**src/rtl/mos6502_decoder_wb_sweeper_pkg.sv**
```systemverilog
// Shared types and helpers for the 6502 decoder Wishbone sweeper.
// MOS6502_SWEEP_SINGLE_STEP_EN adds the PAUSE state used by single-step mode.
package mos6502_decoder_wb_sweeper_pkg;

  typedef enum logic [3:0] {
    ST_IDLE,
    ST_WR_INSTR,
    ST_RD_LOW,
    ST_RD_MID,
    ST_RD_HI,
    ST_GAP,
    ST_NEXT,
    ST_DONE,
    ST_ERROR
`ifdef MOS6502_SWEEP_SINGLE_STEP_EN
    , ST_PAUSE
`endif
  } state_t;

  localparam logic [31:0] INSTR_OFF = 32'h0;
  localparam logic [31:0] LOW_OFF   = 32'h4;
  localparam logic [31:0] MID_OFF   = 32'h8;
  localparam logic [31:0] HI_OFF    = 32'hC;
  localparam int          DECODE_W  = 66;

  function automatic logic [31:0] sig_next(input logic [31:0] sig, input logic [31:0] w);
    return {sig[30:0], sig[31]} ^ w;
  endfunction

  function automatic logic [31:0] reg_offset(input state_t kind);
    case (kind)
      ST_RD_LOW: return LOW_OFF;
      ST_RD_MID: return MID_OFF;
      ST_RD_HI:  return HI_OFF;
      default:   return INSTR_OFF;
    endcase
  endfunction

  // Transfer that follows a completed one within a single opcode.
  function automatic state_t next_xfer(input state_t kind);
    case (kind)
      ST_WR_INSTR: return ST_RD_LOW;
      ST_RD_LOW:   return ST_RD_MID;
      ST_RD_MID:   return ST_RD_HI;
      default:     return ST_NEXT;
    endcase
  endfunction

endpackage

```
**src/rtl/mos6502_decoder_wb_sweeper_if.sv**
```systemverilog
// Wishbone initiator/target bundle between the sweeper and the decoder register block.
interface mos6502_decoder_wb_sweeper_if;
  logic        cyc;
  logic        stb;
  logic        we;
  logic [3:0]  sel;
  logic [31:0] adr;
  logic [31:0] dat_w;
  logic [31:0] dat_r;
  logic        ack;

  modport master (output cyc, stb, we, sel, adr, dat_w, input dat_r, ack);
  modport slave  (input cyc, stb, we, sel, adr, dat_w, output dat_r, ack);
endinterface

```
**src/rtl/mos6502_decoder_wb_sweeper_wb_master_xfer.sv**
```systemverilog
// Single Wishbone transfer engine: ack timeout, one idle cycle after every ack, read capture.
module wb_master_xfer #(
  parameter int TIMEOUT_CYCLES = 16
) (
  input  logic        clk,
  input  logic        rst_n,
  input  logic        go,
  input  logic        go_we,
  input  logic [31:0] go_adr,
  input  logic [31:0] go_dat,
  mos6502_decoder_wb_sweeper_if.master bus,
  output logic        idle,
  output logic        ack_hit,
  output logic        timeout,
  output logic [31:0] rdata
);

  typedef enum logic [1:0] {X_IDLE, X_BUS, X_GAP} xstate_t;

  localparam int                CNT_W    = $clog2(TIMEOUT_CYCLES + 1);
  localparam logic [CNT_W-1:0]  CNT_LAST = CNT_W'(TIMEOUT_CYCLES - 1);

  xstate_t          xstate_reg;
  logic             active_reg;
  logic             we_reg;
  logic [3:0]       sel_reg;
  logic [31:0]      adr_reg;
  logic [31:0]      dat_reg;
  logic [31:0]      rdata_reg;
  logic [CNT_W-1:0] cnt_reg;

  assign bus.cyc   = active_reg;
  assign bus.stb   = active_reg;
  assign bus.we    = we_reg;
  assign bus.sel   = sel_reg;
  assign bus.adr   = adr_reg;
  assign bus.dat_w = dat_reg;

  assign idle    = (xstate_reg == X_IDLE);
  assign ack_hit = (xstate_reg == X_BUS) && bus.ack;
  assign timeout = (xstate_reg == X_BUS) && !bus.ack && (cnt_reg == CNT_LAST);
  assign rdata   = rdata_reg;

  always_ff @(posedge clk or negedge rst_n) begin
    if (!rst_n) begin
      xstate_reg <= X_IDLE;
      active_reg <= 1'b0;
      we_reg     <= 1'b0;
      sel_reg    <= 4'h0;
      adr_reg    <= 32'h0;
      dat_reg    <= 32'h0;
      rdata_reg  <= 32'h0;
      cnt_reg    <= '0;
    end else begin
      case (xstate_reg)
        // The gap cycle may launch the next transfer, so exactly one idle cycle separates them.
        X_IDLE, X_GAP: begin
          if (go) begin
            active_reg <= 1'b1;
            we_reg     <= go_we;
            sel_reg    <= 4'hF;
            adr_reg    <= go_adr;
            dat_reg    <= go_dat;
            cnt_reg    <= '0;
            xstate_reg <= X_BUS;
          end else begin
            xstate_reg <= X_IDLE;
          end
        end
        X_BUS: begin
          if (bus.ack) begin
            active_reg <= 1'b0;
            we_reg     <= 1'b0;
            sel_reg    <= 4'h0;
            if (!we_reg) rdata_reg <= bus.dat_r;
            xstate_reg <= X_GAP;
          end else if (cnt_reg == CNT_LAST) begin
            active_reg <= 1'b0;
            we_reg     <= 1'b0;
            sel_reg    <= 4'h0;
            xstate_reg <= X_IDLE;
          end else begin
            cnt_reg <= cnt_reg + 1'b1;
          end
        end
        default: xstate_reg <= X_IDLE;
      endcase
    end
  end

endmodule

```
**src/rtl/mos6502_decoder_wb_sweeper.sv**
```systemverilog
// Sweeps an opcode range through the decoder register block and signs the 66-bit decodes.
// MOS6502_SWEEP_SINGLE_STEP_EN adds step_i and a PAUSE between opcodes.
module mos6502_decoder_wb_sweeper
  import mos6502_decoder_wb_sweeper_pkg::*;
#(
  parameter logic [31:0] BASE_ADDR      = 32'h3000_0000,
  parameter int          TIMEOUT_CYCLES = 16
) (
  input  logic                wb_clk_i,
  input  logic                wb_rst_i,
  input  logic                start_i,
  input  logic [7:0]          op_first_i,
  input  logic [7:0]          op_last_i,
`ifdef MOS6502_SWEEP_SINGLE_STEP_EN
  input  logic                step_i,
`endif
  output logic                busy_o,
  output logic                done_o,
  output logic                error_o,
  output logic [7:0]          cur_opcode_o,
  output logic [DECODE_W-1:0] last_decoded_o,
  output logic                result_valid_o,
  output logic [31:0]         signature_o,
  output logic [8:0]          nonzero_count_o,
  mos6502_decoder_wb_sweeper_if.master wbm
);

  state_t              state_reg;
  state_t              gap_from_reg;
  logic [7:0]          last_reg;
  logic [7:0]          cur_opcode_reg;
  logic                busy_reg;
  logic                done_reg;
  logic                error_reg;
  logic                result_valid_reg;
  logic [DECODE_W-1:0] last_decoded_reg;
  logic [31:0]         sig_reg;
  logic [8:0]          nonzero_reg;
  logic [31:0]         low_reg;
  logic [31:0]         mid_reg;

  logic                go;
  state_t              go_kind;
  logic [7:0]          go_op;
  logic                xfer_idle;
  logic                ack_hit;
  logic                timeout;
  logic [31:0]         rdata;
  logic [DECODE_W-1:0] decode_now;

  assign decode_now = {rdata[1:0], mid_reg, low_reg};

  // Launch requests: fresh transfer from an idle engine, or chained from the gap/NEXT cycle.
  always_comb begin
    go      = 1'b0;
    go_kind = ST_WR_INSTR;
    go_op   = cur_opcode_reg;
    case (state_reg)
      ST_WR_INSTR, ST_RD_LOW, ST_RD_MID, ST_RD_HI: begin
        go      = xfer_idle;
        go_kind = state_reg;
      end
      ST_GAP: begin
        go      = 1'b1;
        go_kind = next_xfer(gap_from_reg);
      end
`ifndef MOS6502_SWEEP_SINGLE_STEP_EN
      ST_NEXT: begin
        go      = (cur_opcode_reg != last_reg);
        go_kind = ST_WR_INSTR;
        go_op   = cur_opcode_reg + 8'd1;
      end
`endif
      default: ;
    endcase
  end

  wb_master_xfer #(.TIMEOUT_CYCLES(TIMEOUT_CYCLES)) u_xfer (
    .clk     (wb_clk_i),
    .rst_n   (wb_rst_i),
    .go      (go),
    .go_we   (go_kind == ST_WR_INSTR),
    .go_adr  (BASE_ADDR + reg_offset(go_kind)),
    .go_dat  ({24'h0, go_op}),
    .bus     (wbm),
    .idle    (xfer_idle),
    .ack_hit (ack_hit),
    .timeout (timeout),
    .rdata   (rdata)
  );

  always_ff @(posedge wb_clk_i or negedge wb_rst_i) begin
    if (!wb_rst_i) begin
      state_reg        <= ST_IDLE;
      gap_from_reg     <= ST_IDLE;
      last_reg         <= 8'h0;
      cur_opcode_reg   <= 8'h0;
      busy_reg         <= 1'b0;
      done_reg         <= 1'b0;
      error_reg        <= 1'b0;
      result_valid_reg <= 1'b0;
      last_decoded_reg <= '0;
      sig_reg          <= 32'h0;
      nonzero_reg      <= 9'h0;
      low_reg          <= 32'h0;
      mid_reg          <= 32'h0;
    end else begin
      done_reg         <= 1'b0;
      result_valid_reg <= 1'b0;
      case (state_reg)
        ST_IDLE, ST_ERROR: begin
          if (start_i) begin
            last_reg       <= op_last_i;
            cur_opcode_reg <= op_first_i;
            sig_reg        <= 32'h0;
            nonzero_reg    <= 9'h0;
            error_reg      <= 1'b0;
            busy_reg       <= 1'b1;
            state_reg      <= ST_WR_INSTR;
          end
        end
        ST_WR_INSTR, ST_RD_LOW, ST_RD_MID, ST_RD_HI: begin
          if (ack_hit) begin
            gap_from_reg <= state_reg;
            state_reg    <= (state_reg == ST_RD_HI) ? ST_NEXT : ST_GAP;
          end else if (timeout) begin
            error_reg <= 1'b1;
            busy_reg  <= 1'b0;
            state_reg <= ST_ERROR;
          end
        end
        ST_GAP: begin
          if (gap_from_reg == ST_RD_LOW) begin
            low_reg <= rdata;
            sig_reg <= sig_next(sig_reg, rdata);
          end else if (gap_from_reg == ST_RD_MID) begin
            mid_reg <= rdata;
            sig_reg <= sig_next(sig_reg, rdata);
          end
          state_reg <= next_xfer(gap_from_reg);
        end
        ST_NEXT: begin
          sig_reg          <= sig_next(sig_reg, {30'h0, rdata[1:0]});
          last_decoded_reg <= decode_now;
          result_valid_reg <= 1'b1;
          if (decode_now != '0) nonzero_reg <= nonzero_reg + 9'd1;
          if (cur_opcode_reg == last_reg) begin
            done_reg  <= 1'b1;
            busy_reg  <= 1'b0;
            state_reg <= ST_DONE;
          end else begin
            cur_opcode_reg <= cur_opcode_reg + 8'd1;
`ifdef MOS6502_SWEEP_SINGLE_STEP_EN
            state_reg      <= ST_PAUSE;
`else
            state_reg      <= ST_WR_INSTR;
`endif
          end
        end
`ifdef MOS6502_SWEEP_SINGLE_STEP_EN
        ST_PAUSE: begin
          if (step_i) state_reg <= ST_WR_INSTR;
        end
`endif
        ST_DONE: state_reg <= ST_IDLE;
        default: state_reg <= ST_IDLE;
      endcase
    end
  end

  assign busy_o          = busy_reg;
  assign done_o          = done_reg;
  assign error_o         = error_reg;
  assign cur_opcode_o    = cur_opcode_reg;
  assign last_decoded_o  = last_decoded_reg;
  assign result_valid_o  = result_valid_reg;
  assign signature_o     = sig_reg;
  assign nonzero_count_o = nonzero_reg;

endmodule

```
**src/flat_wrapper.sv**
```systemverilog
// flat-port wrapper written by rule: the top's interface ports become plain ports
module mos6502_decoder_wb_sweeper_flat import mos6502_decoder_wb_sweeper_pkg::*;
#(
  parameter logic [31:0] BASE_ADDR      = 32'h3000_0000,
  parameter int          TIMEOUT_CYCLES = 16
)
  (wb_clk_i, wb_rst_i, start_i, op_first_i, op_last_i, busy_o, done_o, error_o, cur_opcode_o, last_decoded_o, result_valid_o, signature_o, nonzero_count_o, wbm_cyc, wbm_stb, wbm_we, wbm_sel, wbm_adr, wbm_dat_w, wbm_dat_r, wbm_ack);
  mos6502_decoder_wb_sweeper_if wbm_i ();
  input  logic wb_clk_i;
  input  logic wb_rst_i;
  input  logic start_i;
  input  logic [7:0] op_first_i;
  input  logic [7:0] op_last_i;
  output logic busy_o;
  output logic done_o;
  output logic error_o;
  output logic [7:0] cur_opcode_o;
  output logic [DECODE_W-1:0] last_decoded_o;
  output logic result_valid_o;
  output logic [31:0] signature_o;
  output logic [8:0] nonzero_count_o;
  output wire logic [$bits(wbm_i.cyc)-1:0] wbm_cyc;
  output wire logic [$bits(wbm_i.stb)-1:0] wbm_stb;
  output wire logic [$bits(wbm_i.we)-1:0] wbm_we;
  output wire logic [$bits(wbm_i.sel)-1:0] wbm_sel;
  output wire logic [$bits(wbm_i.adr)-1:0] wbm_adr;
  output wire logic [$bits(wbm_i.dat_w)-1:0] wbm_dat_w;
  input wire logic [$bits(wbm_i.dat_r)-1:0] wbm_dat_r;
  input wire logic [$bits(wbm_i.ack)-1:0] wbm_ack;
  assign wbm_cyc = wbm_i.cyc;
  assign wbm_stb = wbm_i.stb;
  assign wbm_we = wbm_i.we;
  assign wbm_sel = wbm_i.sel;
  assign wbm_adr = wbm_i.adr;
  assign wbm_dat_w = wbm_i.dat_w;
  assign wbm_i.dat_r = wbm_dat_r;
  assign wbm_i.ack = wbm_ack;
  mos6502_decoder_wb_sweeper #(.BASE_ADDR(BASE_ADDR), .TIMEOUT_CYCLES(TIMEOUT_CYCLES)) u_core (.wb_clk_i(wb_clk_i), .wb_rst_i(wb_rst_i), .start_i(start_i), .op_first_i(op_first_i), .op_last_i(op_last_i), .busy_o(busy_o), .done_o(done_o), .error_o(error_o), .cur_opcode_o(cur_opcode_o), .last_decoded_o(last_decoded_o), .result_valid_o(result_valid_o), .signature_o(signature_o), .nonzero_count_o(nonzero_count_o), .wbm(wbm_i));
endmodule
```
**config.mk**
```make
export PLATFORM = sky130hd
export DESIGN_NAME = mos6502_decoder_wb_sweeper_flat
export DESIGN_NICKNAME = d
export VERILOG_FILES = /design/src/rtl/mos6502_decoder_wb_sweeper_pkg.sv /design/src/rtl/mos6502_decoder_wb_sweeper_if.sv /design/src/rtl/mos6502_decoder_wb_sweeper_wb_master_xfer.sv /design/src/rtl/mos6502_decoder_wb_sweeper.sv /design/src/flat_wrapper.sv
export SDC_FILE = /design/constraint.sdc
export NUM_CORES = 1
export LEC_CHECK = 0
export BUFFER_PORTS_ARGS = -buffer_cell sky130_fd_sc_hd__buf_4
export CELL_PAD_IN_SITES_DETAIL_PLACEMENT = 1
export CELL_PAD_IN_SITES_GLOBAL_PLACEMENT = 1
export CORE_ASPECT_RATIO = 0.7
export CORE_UTILIZATION = 40
export CTS_CLUSTER_SIZE = 40
export DETAILED_ROUTE_END_ITERATION = 8
export PLACE_DENSITY = 0.78
export SYNTH_ARGS = -nofsm -noshare
export SYNTH_HDL_FRONTEND = slang
export SYNTH_SLANG_ARGS = --single-unit
```
**constraint.sdc**
```tcl
create_clock -name wb_clk_i -period 2.5 [get_ports wb_clk_i]
set_input_delay 0.5 -clock wb_clk_i [delete_from_list [all_inputs] [get_ports wb_clk_i]]
set_output_delay 0.5 -clock wb_clk_i [all_outputs]
set_load 0.03 [all_outputs]
```
==> results.json, run 1 <==
{
  "status": "complete, no violations",
  "arrival_ns": 2.70,
  "synth-seq-cells": 251,
  "p_per_area_nw_per_um2": 1380,
  "rsz0062_at_grt": "false",
  "ys.flop_type": "dfrtp_1",
  "htreeDepth": 1,
  "root_buffer": "clkbuf_16",
  "fp.dieH_um": 142,
  "dpl_cell_area_um2": 13000,
  "synthMuxAreaShare_pct": 10.6,
  "ant_nets": 0,
  "largest_register_ffs": 66,
  "startpoint_type": "flip-flop",
  "critical_path_class": "flip-flop to flip-flop",
  "grt_pass1_vias": 9105,
  "cts_buffers": 26,
  "io_pins": 242,
  "cp_cell_sequence": "nor4_1, buf_4, nand4_1, nor4_4, buf_4, a21oi_2, and3_4, o21a_1",
  "synth_compound_area_share_pct": 7.70,
  "core_um2": 27200,
  "hold_depth": 3,
  "hold_class": "input pin to flip-flop",
  "synth_area_um2": 11200,
  "cp_max_fo": 6,
  "synth_top_area_share_pct": 55.9,
  "row_count": 50,
  "overflow": 0,
  "synthTopCellsByArea": "dfrtp_1, mux2_2, nand2_1, buf_4, a21oi_1",
  "dpl.hpwl_mm": 23.8,
  "vias": 8665,
  "synth_top_family_by_area": "simple AND/OR/NAND/NOR gates",
  "r2r_cells": 8,
  "fin_crit_sh_pct": 91.5,
  "cts_max_path_buffers": 3,
  "hold_viol": 0,
  "cp_num_buf_inv": 2,
  "cts_tree": "built",
  "cpMaxStageDelayCell": "dfrtp_1",
  "cts_resized": 0,
  "drc": 0,
  "ctsHoldBuffers": 1,
  "area.growth.synth_to_final_pct": 23.6,
  "start_util_pct": 41.4,
  "synth-warning-count": 0,
  "setup_viol": 0,
  "clkTransAtPathRegs_ns": 0.06,
  "ys_seq_area_share_pct": 55.9,
  "place_congestion": 0.823,
  "synth_xor_area_share_pct": 3.12,
  "period_needed_ns": 2.29,
  "grt_first_pass_wirelength_mm": 52.8,
  "finalInstanceArea_um2": 13900,
  "io_buffers": 189,
  "drive_gt1_share_pct": 29.3,
  "drt_first_pass_iters": 4,
  "synth_top_cell_by_area": "dfrtp_1",
  "synth_enable_flop_cells": 0,
  "avgRoutedWirePerCell_um": 20.1,
  "antenna_found_initial": 0,
  "tns_ns": 0,
  "avgViaCountPerCell": 5.21,
  "diodes": 0,
  "final_nets": 1336,
  "synthDistinctLibCells": 61,
  "power_leakage_nw": 6.98,
  "fillCellCount": 3057,
  "required_ns": 2.91,
  "synth.avg_cell_area_um2": 10.3,
  "crit_top_cell": "buf_4",
  "multi_input_area_um2": 4470,
  "postSynthCellCount": 1086,
  "slew_viol_final": 0,
  "ys_top_cells_by_count": "nand2_1, dfrtp_1, mux2_2",
  "cts_setup_buffers": 0,
  "tightest_slew_ns": 0.684,
  "fmax_mhz": 437,
  "crit_path_end_kind": "flip-flop",
  "grt_max_degree": 78,
  "slew_headroom_pct": 53.8,
  "clk_latency_ns": 0.52,
  "ir_drop_v": 0.000637,
  "synth_fa_ha_area_share_pct": 0.446,
  "die_w_um": 202,
  "routed_wl_mm": 33.5,
  "grt.total_usage_pct": 23.4,
  "ys_async_sr_fraction_pct": 100,
  "seq_area_um2": 6280,
  "fin_skew_ns": 0.00909,
  "crit_cells": 8,
  "drt_iter0_drc": 451,
  "final_util_pct": 51.2,
  "synth_most_common_cell": "nand2_1",
  "cts.sinks": 251,
  "die_area_um2": 28800,
  "synth-simple-area-share_pct": 16.0,
  "cp_top_family": "simple AND/OR/NAND/NOR gates",
  "drv_cap": 0,
  "slowest_delay_ns": 0.40
}
per-stage QoR:
stage | power (mW) | setup slack, ns | cells | hold WS (ns)
global placement | 14.9 | 0.362 | 1615 | 0.462
detailed placement | 15.3 | 0.324 | 1615 | 0.466
global route | 20.2 | 0.0623 | 1664 | 0.171
finish | 19.2 | 0.212 | 1664 | 0.172
CTS | 19.3 | 0.182 | 1664 | 0.155
floorplan | 12.0 | 0.690 | 1137 | 0.204
routing by layer:
layer / vias up / GRT usage (%) / share of wire [%]
li1: 3932 / - / -
met1: 4460 / 34.8 / 48
met2: 227 / 36.1 / 45
met3: 46 / 3.89 / 5.0
met4: 0 / 4.79 / 1.9
met5: - / 0 / 0
worst register-to-register path, cell delays in order, from the launching register on:
cell and delay, ns:
dfrtp_1 0.40, nor4_1 0.40, buf_4 0.20, nand4_1 0.16, nor4_4 0.35, buf_4 0.20, a21oi_2 0.09, and3_4 0.20
o21a_1 0.16
placed cells by master (no fill, tap or decap), types with 6 or more instances in the layout:
master     netlist  routed
nand2_1        267     267
buf_4           58     218
clkbuf_1        22       6
xor2_1          21      21
mux2_2          98      98
o21ai_0         26      26
nor2_1          77      76
a22oi_1         19      19
clkinv_2         0       9
a21oi_1         71      71
conb_1           1      52
xnor2_1         19      19
nor4_1          14      14
clkbuf_16        0      27
dfrtp_1        251     251
nand3_1          9       8
and2_1           6       6
nand4_1         10      10
inv_1            8       8
buf_12           0       6
kinds of logic (layout without fill, tap and decap cells):
group                      count (synthesis)  after routing
and+or+nand+nor                          417            417
adders and majority gates                  4              4
DFF                                      251            251
other                                      1             52
xor gates and xnor gates                  40             40
AOI/OAI and AO/OA                        147            147
buffers and inverters                    120            283
muxes                                    106            106
where the power goes:
part / switching, mW / leakage, nW / internal, mW
sequential: 1.73 / 3.26 / 5.67
clock: 1.63 / 0.435 / 2.33
combinational: 4.73 / 3.29 / 3.12
cell type report:
type	count	area share (%)
Inverter	9	0.252
Clock buffer	38	5.52
Sequential cell	251	45.2
Timing Repair Buffer	226	12.8
Multi-Input combinational cell	766	32.2
Clock inverter	10	0.721
Tap cell	364	3.28
final timing paths:
kind,from,to,slack [ns]
max,u_core.low_reg[10],u_core.nonzero_count_o[7],0.21
min,op_last_i[7],u_core.last_reg[7],0.17
max reg2reg,u_core.low_reg[10],u_core.nonzero_count_o[7],0.21
min reg2reg,u_core.last_decoded_o[9],u_core.last_decoded_o[9],0.48
max in group asynchronous,wb_rst_i,u_core.last_reg[7],1.23
min in group asynchronous,wb_rst_i,u_core.u_xfer.rdata[19],0.51
No activity file was read; power rests on OpenSTA's default activity.
==> inputs of run 2 (changes only) <==
--- a/config.mk
+++ b/config.mk
@@ -12,7 +12,7 @@
 export CORE_UTILIZATION = 40
 export CTS_CLUSTER_SIZE = 40
 export DETAILED_ROUTE_END_ITERATION = 8
-export PLACE_DENSITY = 0.78
+export PLACE_DENSITY = 0.88
 export SYNTH_ARGS = -nofsm -noshare
 export SYNTH_HDL_FRONTEND = slang
 export SYNTH_SLANG_ARGS = --single-unit
==> run 2 against run 1 <==
Net effect: count of clock-buffer cells in the layout unchanged; clock skew increased by 0.0020 ns; final cell count did not move; combinational power rose by 0.9%; sequential cell count did not move; die area is the same; utilization hardly changed; sequential power rose by 2%; critical path depth down 1; cell area is essentially flat; via count increased by 0.99%; wire length rose by 6.8%; critical endpoint is now u_core.nonzero_count_o[4].
==> results.json, run 2 (synthesis gave the netlist of run 1 again) <==
{
  "drc": 0,
  "drt_iter0_drc": 505,
  "worst_r2r_startpoint": "u_core.u_xfer.rdata[1]",
  "io_pins": 242,
  "status": "complete, no violations",
  "startpoint_type": "flip-flop",
  "vias": 8751,
  "setup_viol": 0,
  "final_nets": 1337,
  "clkPwrFrac_pct": 20.5,
  "clkTransAtPathRegs_ns": 0.06,
  "tns_ns": 0,
  "area.growth.synth_to_final_pct": 23.5,
  "diodes": 0,
  "final_common_cell": "nand2_1",
  "cts_buffers": 26,
  "cts_tree": "built",
  "htreeDepth": 1,
  "met1_usage_pct": 35.6,
  "seq_area_um2": 6280,
  "drive_gt1_share_pct": 29.4,
  "dpl.hpwl_mm": 24.7,
  "reg2reg_slack_ns": 0.16,
  "drv_cap": 0,
  "period_needed_ns": 2.34,
  "pwr-share-comb_pct": 40.7,
  "grt_use_met2_pct": 39.5,
  "fmax_mhz": 428,
  "grt_pass1_vias": 9329,
  "crit_path_end_kind": "flip-flop",
  "critical_path_class": "flip-flop to flip-flop",
  "die_w_um": 202,
  "arrival_ns": 2.78,
  "p_int_mw": 11.1,
  "holdCritStartpoint": "op_last_i[6]",
  "top_usage_layer": "met2",
  "place_congestion": 0.868,
  "root_buffer": "clkbuf_16",
  "start_util_pct": 41.4,
  "slew_viol_final": 0,
  "fin_crit_sh_pct": 93.4,
  "antenna_found_initial": 0,
  "avgViaCountPerCell": 5.26,
  "power_leakage_nw": 6.97,
  "regToRegEndpoint": "u_core.nonzero_count_o[4]",
  "die_area_um2": 28800,
  "fp.dieH_um": 142,
  "row_count": 50,
  "avgRoutedWirePerCell_um": 21.5,
  "whs_endpoint": "u_core.last_reg[6]",
  "ir_drop_v": 0.000592,
  "cts.sinks": 251,
  "r2r_cells": 7,
  "power_switching_mw": 8.35,
  "grt.total_usage_pct": 25.2,
  "drt_first_pass_iters": 5,
  "cts_max_path_buffers": 3,
  "core_um2": 27200,
  "grt_first_pass_wirelength_mm": 56.1,
  "required_ns": 2.94,
  "io_buffers": 189,
  "hold_viol": 0,
  "routed_wl_mm": 35.7,
  "layout.cells.most_common_list": "nand2_1, dfrtp_1, buf_4",
  "cp_max_fo": 6,
  "clk_latency_ns": 0.53,
  "p_sw_share_pct": 42.9,
  "overflow": 0,
  "pwr-share-seq_pct": 38.8,
  "slew_headroom_pct": 45.5,
  "multi_input_area_um2": 4470,
  "power_mw": 19.5,
  "grt_max_degree": 67,
  "fin_skew_ns": 0.0111,
  "ant_nets": 0,
  "tightest_slew_ns": 0.815,
  "fillCellCount": 3002,
  "p_per_area_nw_per_um2": 1400,
  "largest_register_ffs": 66,
  "rsz0062_at_grt": "false",
  "grt_use_met3_pct": 4.76,
  "hold_depth": 3,
  "hold_class": "input pin to flip-flop"
}
[run 2: changes by cell type in the layout (fill, tap and decap cells not counted)]
cell	before	now
buf_4	218	221
buf_12	6	4
clkinv_2	9	7
clkinv_4	0	1
nor4_1	14	13
nor4_2	1	2
[run 2: power by group through the flow]
stage | clock network, mW | logic [mW] | registers (mW)
floorplan | 0 | 3.54 | 8.42
global placement | 0 | 7.48 | 7.41
detailed placement | 0 | 7.80 | 7.52
CTS | 4.04 | 7.95 | 7.51
global route | 4.20 | 8.51 | 7.75
finish | 3.99 | 7.92 | 7.55
[run 2: how the worst max path moves through the flow]
| stage | slack, ns | end | cells after the start | startpoint |
|---|---|---|---|---|
| floorplan | 0.69 | u_core.cur_opcode_o[2] | 7 | u_core.cur_opcode_o[2] |
| detailed placement | 0.07 | u_core.nonzero_count_o[4] | 6 | u_core.u_xfer.rdata[1] |
| finish | 0.16 | u_core.nonzero_count_o[4] | 7 | u_core.u_xfer.rdata[1] |
| global route | 0.04 | u_core.nonzero_count_o[5] | 9 | u_core.state_reg[1] |
| global placement | 0.24 | u_core.nonzero_count_o[7] | 6 | u_core.u_xfer.rdata[0] |
| CTS | 0.08 | u_core.nonzero_count_o[4] | 8 | u_core.state_reg[1] |
[run 2: final cells by class]
type	count	area share (%)
Clock buffer	38	5.53
Clock inverter	9	0.712
Inverter	9	0.252
Multi-Input combinational cell	766	32.2
Sequential cell	251	45.3
Tap cell	364	3.28
Timing Repair Buffer	227	12.7
[run 2: worst max-delay path: stages, from the launching register on]
cell     delay (ns)
dfrtp_1        0.48
nor4_2         0.51
nand4_1        0.25
nor4_4         0.30
buf_4          0.20
nand2_1        0.14
nand4_1        0.18
mux2i_1        0.20
[run 2: repair_timing]
action                                 4_1_cts  5_1_grt
setup buffers                                0        2
gates resized for setup                      0        1
endpoints found under the hold margin       60        0
setup endpoints to repair                    1        5
hold buffers                                 1        0
pin swaps                                    1        1
[run 2: per-stage QoR]
step / cells / setup WS [ns] / util [%] / hold slack [ns] / area (um^2)
detailed placement: 1614 / 0.0747 / 47.8 / 0.467 / 13000
global route: 1664 / 0.0423 / 51.1 / 0.179 / 13900
finish: 1664 / 0.165 / 51.1 / 0.173 / 13900
CTS: 1662 / 0.0765 / 51.0 / 0.156 / 13900
global placement: 1614 / 0.243 / 47.8 / 0.464 / 13000
floorplan: 1137 / 0.690 / - / 0.204 / 11400
[run 2: per-layer routing]
metal / vias up / wire length [um]
li1: 3930 / -
met1: 4493 / 16300
met2: 256 / 16500
met3: 72 / 1870
met4: 0 / 1070
met5: - / 0
==> inputs of run 3 (changes only) <==
--- a/config.mk
+++ b/config.mk
@@ -12,6 +12,7 @@
 export CORE_UTILIZATION = 40
 export CTS_CLUSTER_SIZE = 40
 export DETAILED_ROUTE_END_ITERATION = 8
+export MAX_ROUTING_LAYER = met4
 export PLACE_DENSITY = 0.88
 export SYNTH_ARGS = -nofsm -noshare
 export SYNTH_HDL_FRONTEND = slang
==> run 3 against run 2 <==
Net effect: critical path type unchanged; clock power is 2% lower; via count is 0.64% lower; register-to-register slack hardly changed; setup slack better by 0.0060 ns.
==> results.json, run 3 (synthesis gave the netlist of run 1 again) <==
{
  "row_count": 50,
  "cts_max_path_buffers": 3,
  "place_inst": 1611,
  "area.growth.synth_to_final_pct": 23.1,
  "rsz0062_at_grt": "false",
  "ant_nets": 0,
  "cts_tree": "built",
  "required_ns": 2.96,
  "drive_gt1_share_pct": 29.2,
  "crit_path_end_kind": "flip-flop",
  "fin_cells": 1657,
  "root_buffer": "clkbuf_16",
  "die_area_um2": 28800,
  "hold_viol": 0,
  "final_nets": 1331,
  "fp.dieH_um": 142,
  "tightest_slew_ns": 0.750,
  "avgViaCountPerCell": 5.25,
  "power_leakage_nw": 6.94,
  "grt_first_pass_wirelength_mm": 55.3,
  "ir_drop_v": 0.000530,
  "antenna_found_initial": 0,
  "tns_ns": 0,
  "cts.sinks": 251,
  "p_per_area_nw_per_um2": 1400,
  "avgRoutedWirePerCell_um": 21.5,
  "clkTransAtPathRegs_ns": 0.06,
  "fmax_mhz": 429,
  "slew_viol_final": 0,
  "cp_max_fo": 6,
  "start_util_pct": 41.4,
  "drv_cap": 0,
  "status": "complete, no violations",
  "multi_input_area_um2": 4470,
  "period_needed_ns": 2.33,
  "slew_headroom_pct": 49.9,
  "vias": 8695,
  "drt_first_pass_iters": 5,
  "core_um2": 27200,
  "place_ws_ns": 0.254,
  "setup_slack_ns": 0.171,
  "startpoint_type": "flip-flop",
  "grt_pass1_vias": 9167,
  "overflow": 0,
  "final_common_cell": "nand2_1",
  "critical_path_class": "flip-flop to flip-flop",
  "cts_resized": 0,
  "hold_slack_ns": 0.157,
  "largest_register_ffs": 66,
  "io_pins": 242,
  "htreeDepth": 1,
  "setup_viol": 0,
  "grt_max_degree": 77,
  "io_buffers": 189,
  "clk_latency_ns": 0.53,
  "hold_class": "input pin to flip-flop",
  "fin_skew_ns": 0.0119,
  "routed_wl_mm": 35.6,
  "die_w_um": 202,
  "drc": 0,
  "seq_area_um2": 6280,
  "arrival_ns": 2.78,
  "fillCellCount": 3031,
  "drt_iter0_drc": 412,
  "cts_buffers": 25,
  "dpl.hpwl_mm": 24.8,
  "fin_crit_sh_pct": 93.2,
  "layout.cells.most_common_list": "nand2_1, dfrtp_1, buf_4",
  "diodes": 0,
  "grt.total_usage_pct": 25.6,
  "reg2reg_slack_ns": 0.17,
  "place_congestion": 0.855,
  "power_mw": 19.4
}
-- run 3: cell types whose count changed in the layout (fill, tap and decap cells not counted) --
| cell | before | now |
|---|---|---|
| clkinvlp_4 | 0 | 3 |
| inv_6 | 0 | 1 |
| nor4_1 | 13 | 14 |
| clkbuf_16 | 27 | 25 |
| bufinv_16 | 2 | 3 |
| buf_4 | 221 | 215 |
| clkbuf_1 | 6 | 2 |
| nor4_2 | 2 | 1 |
| clkinv_4 | 1 | 0 |
| buf_12 | 4 | 5 |
-- run 3: timing repair --
action / 4_1_cts / 5_1_grt
setup buffers: 0 / 0
hold buffers: 1 / 0
hold endpoints to repair: 69 / 0
endpoints found under the setup margin: 0 / 0
-- run 3: final timing paths --
path / start / end / depth (start not counted)
max: u_core.u_xfer.rdata[1] / u_core.nonzero_count_o[6] / 6
min: op_last_i[7] / u_core.last_reg[7] / 3
max reg2reg: u_core.u_xfer.rdata[1] / u_core.nonzero_count_o[6] / 6
min reg2reg: u_core.last_decoded_o[50] / u_core.last_decoded_o[50] / 2
max in group asynchronous: wb_rst_i / u_core.cur_opcode_o[4] / 3
min in group asynchronous: wb_rst_i / u_core.last_decoded_o[48] / 2
-- run 3: worst max-delay path: stages, from the launching register on --
cell     delay, ns
dfrtp_1       0.48
nor4_2        0.43
nand4_1       0.23
nor4_4        0.56
nand2_1       0.21
nand4_1       0.17
mux2i_1       0.18
-- run 3: final cells by class --
cell class	instances	area share, %
Tap cell	364	3.29
Clock buffer	32	5.07
Inverter	9	0.253
Clock inverter	13	1.09
Sequential cell	251	45.4
Multi-Input combinational cell	766	32.3
Timing Repair Buffer	222	12.6
-- run 3: where the power goes --
group	leakage (nW)	switching [mW]	internal (mW)
clock	0.417	1.62	2.29
sequential	3.26	1.91	5.67
combinational	3.26	4.78	3.08
-- run 3: through the flow --
stage                     utilization, %  cell area (um^2)
after global routing                50.9             13800
after global placement              47.8             13000
after floorplan                        -             11400
after CTS                           50.9             13800
after detailed placement            47.8             13000
final                               50.9             13800
-- run 3: layer usage --
metal  up-vias  wire, um  track usage (%)
met5         -         0                -
met4         0       832             6.17
li1       3919         -                -
met2       250     16800             40.0
met3        57      1970             4.67
met1      4469     16000             34.6
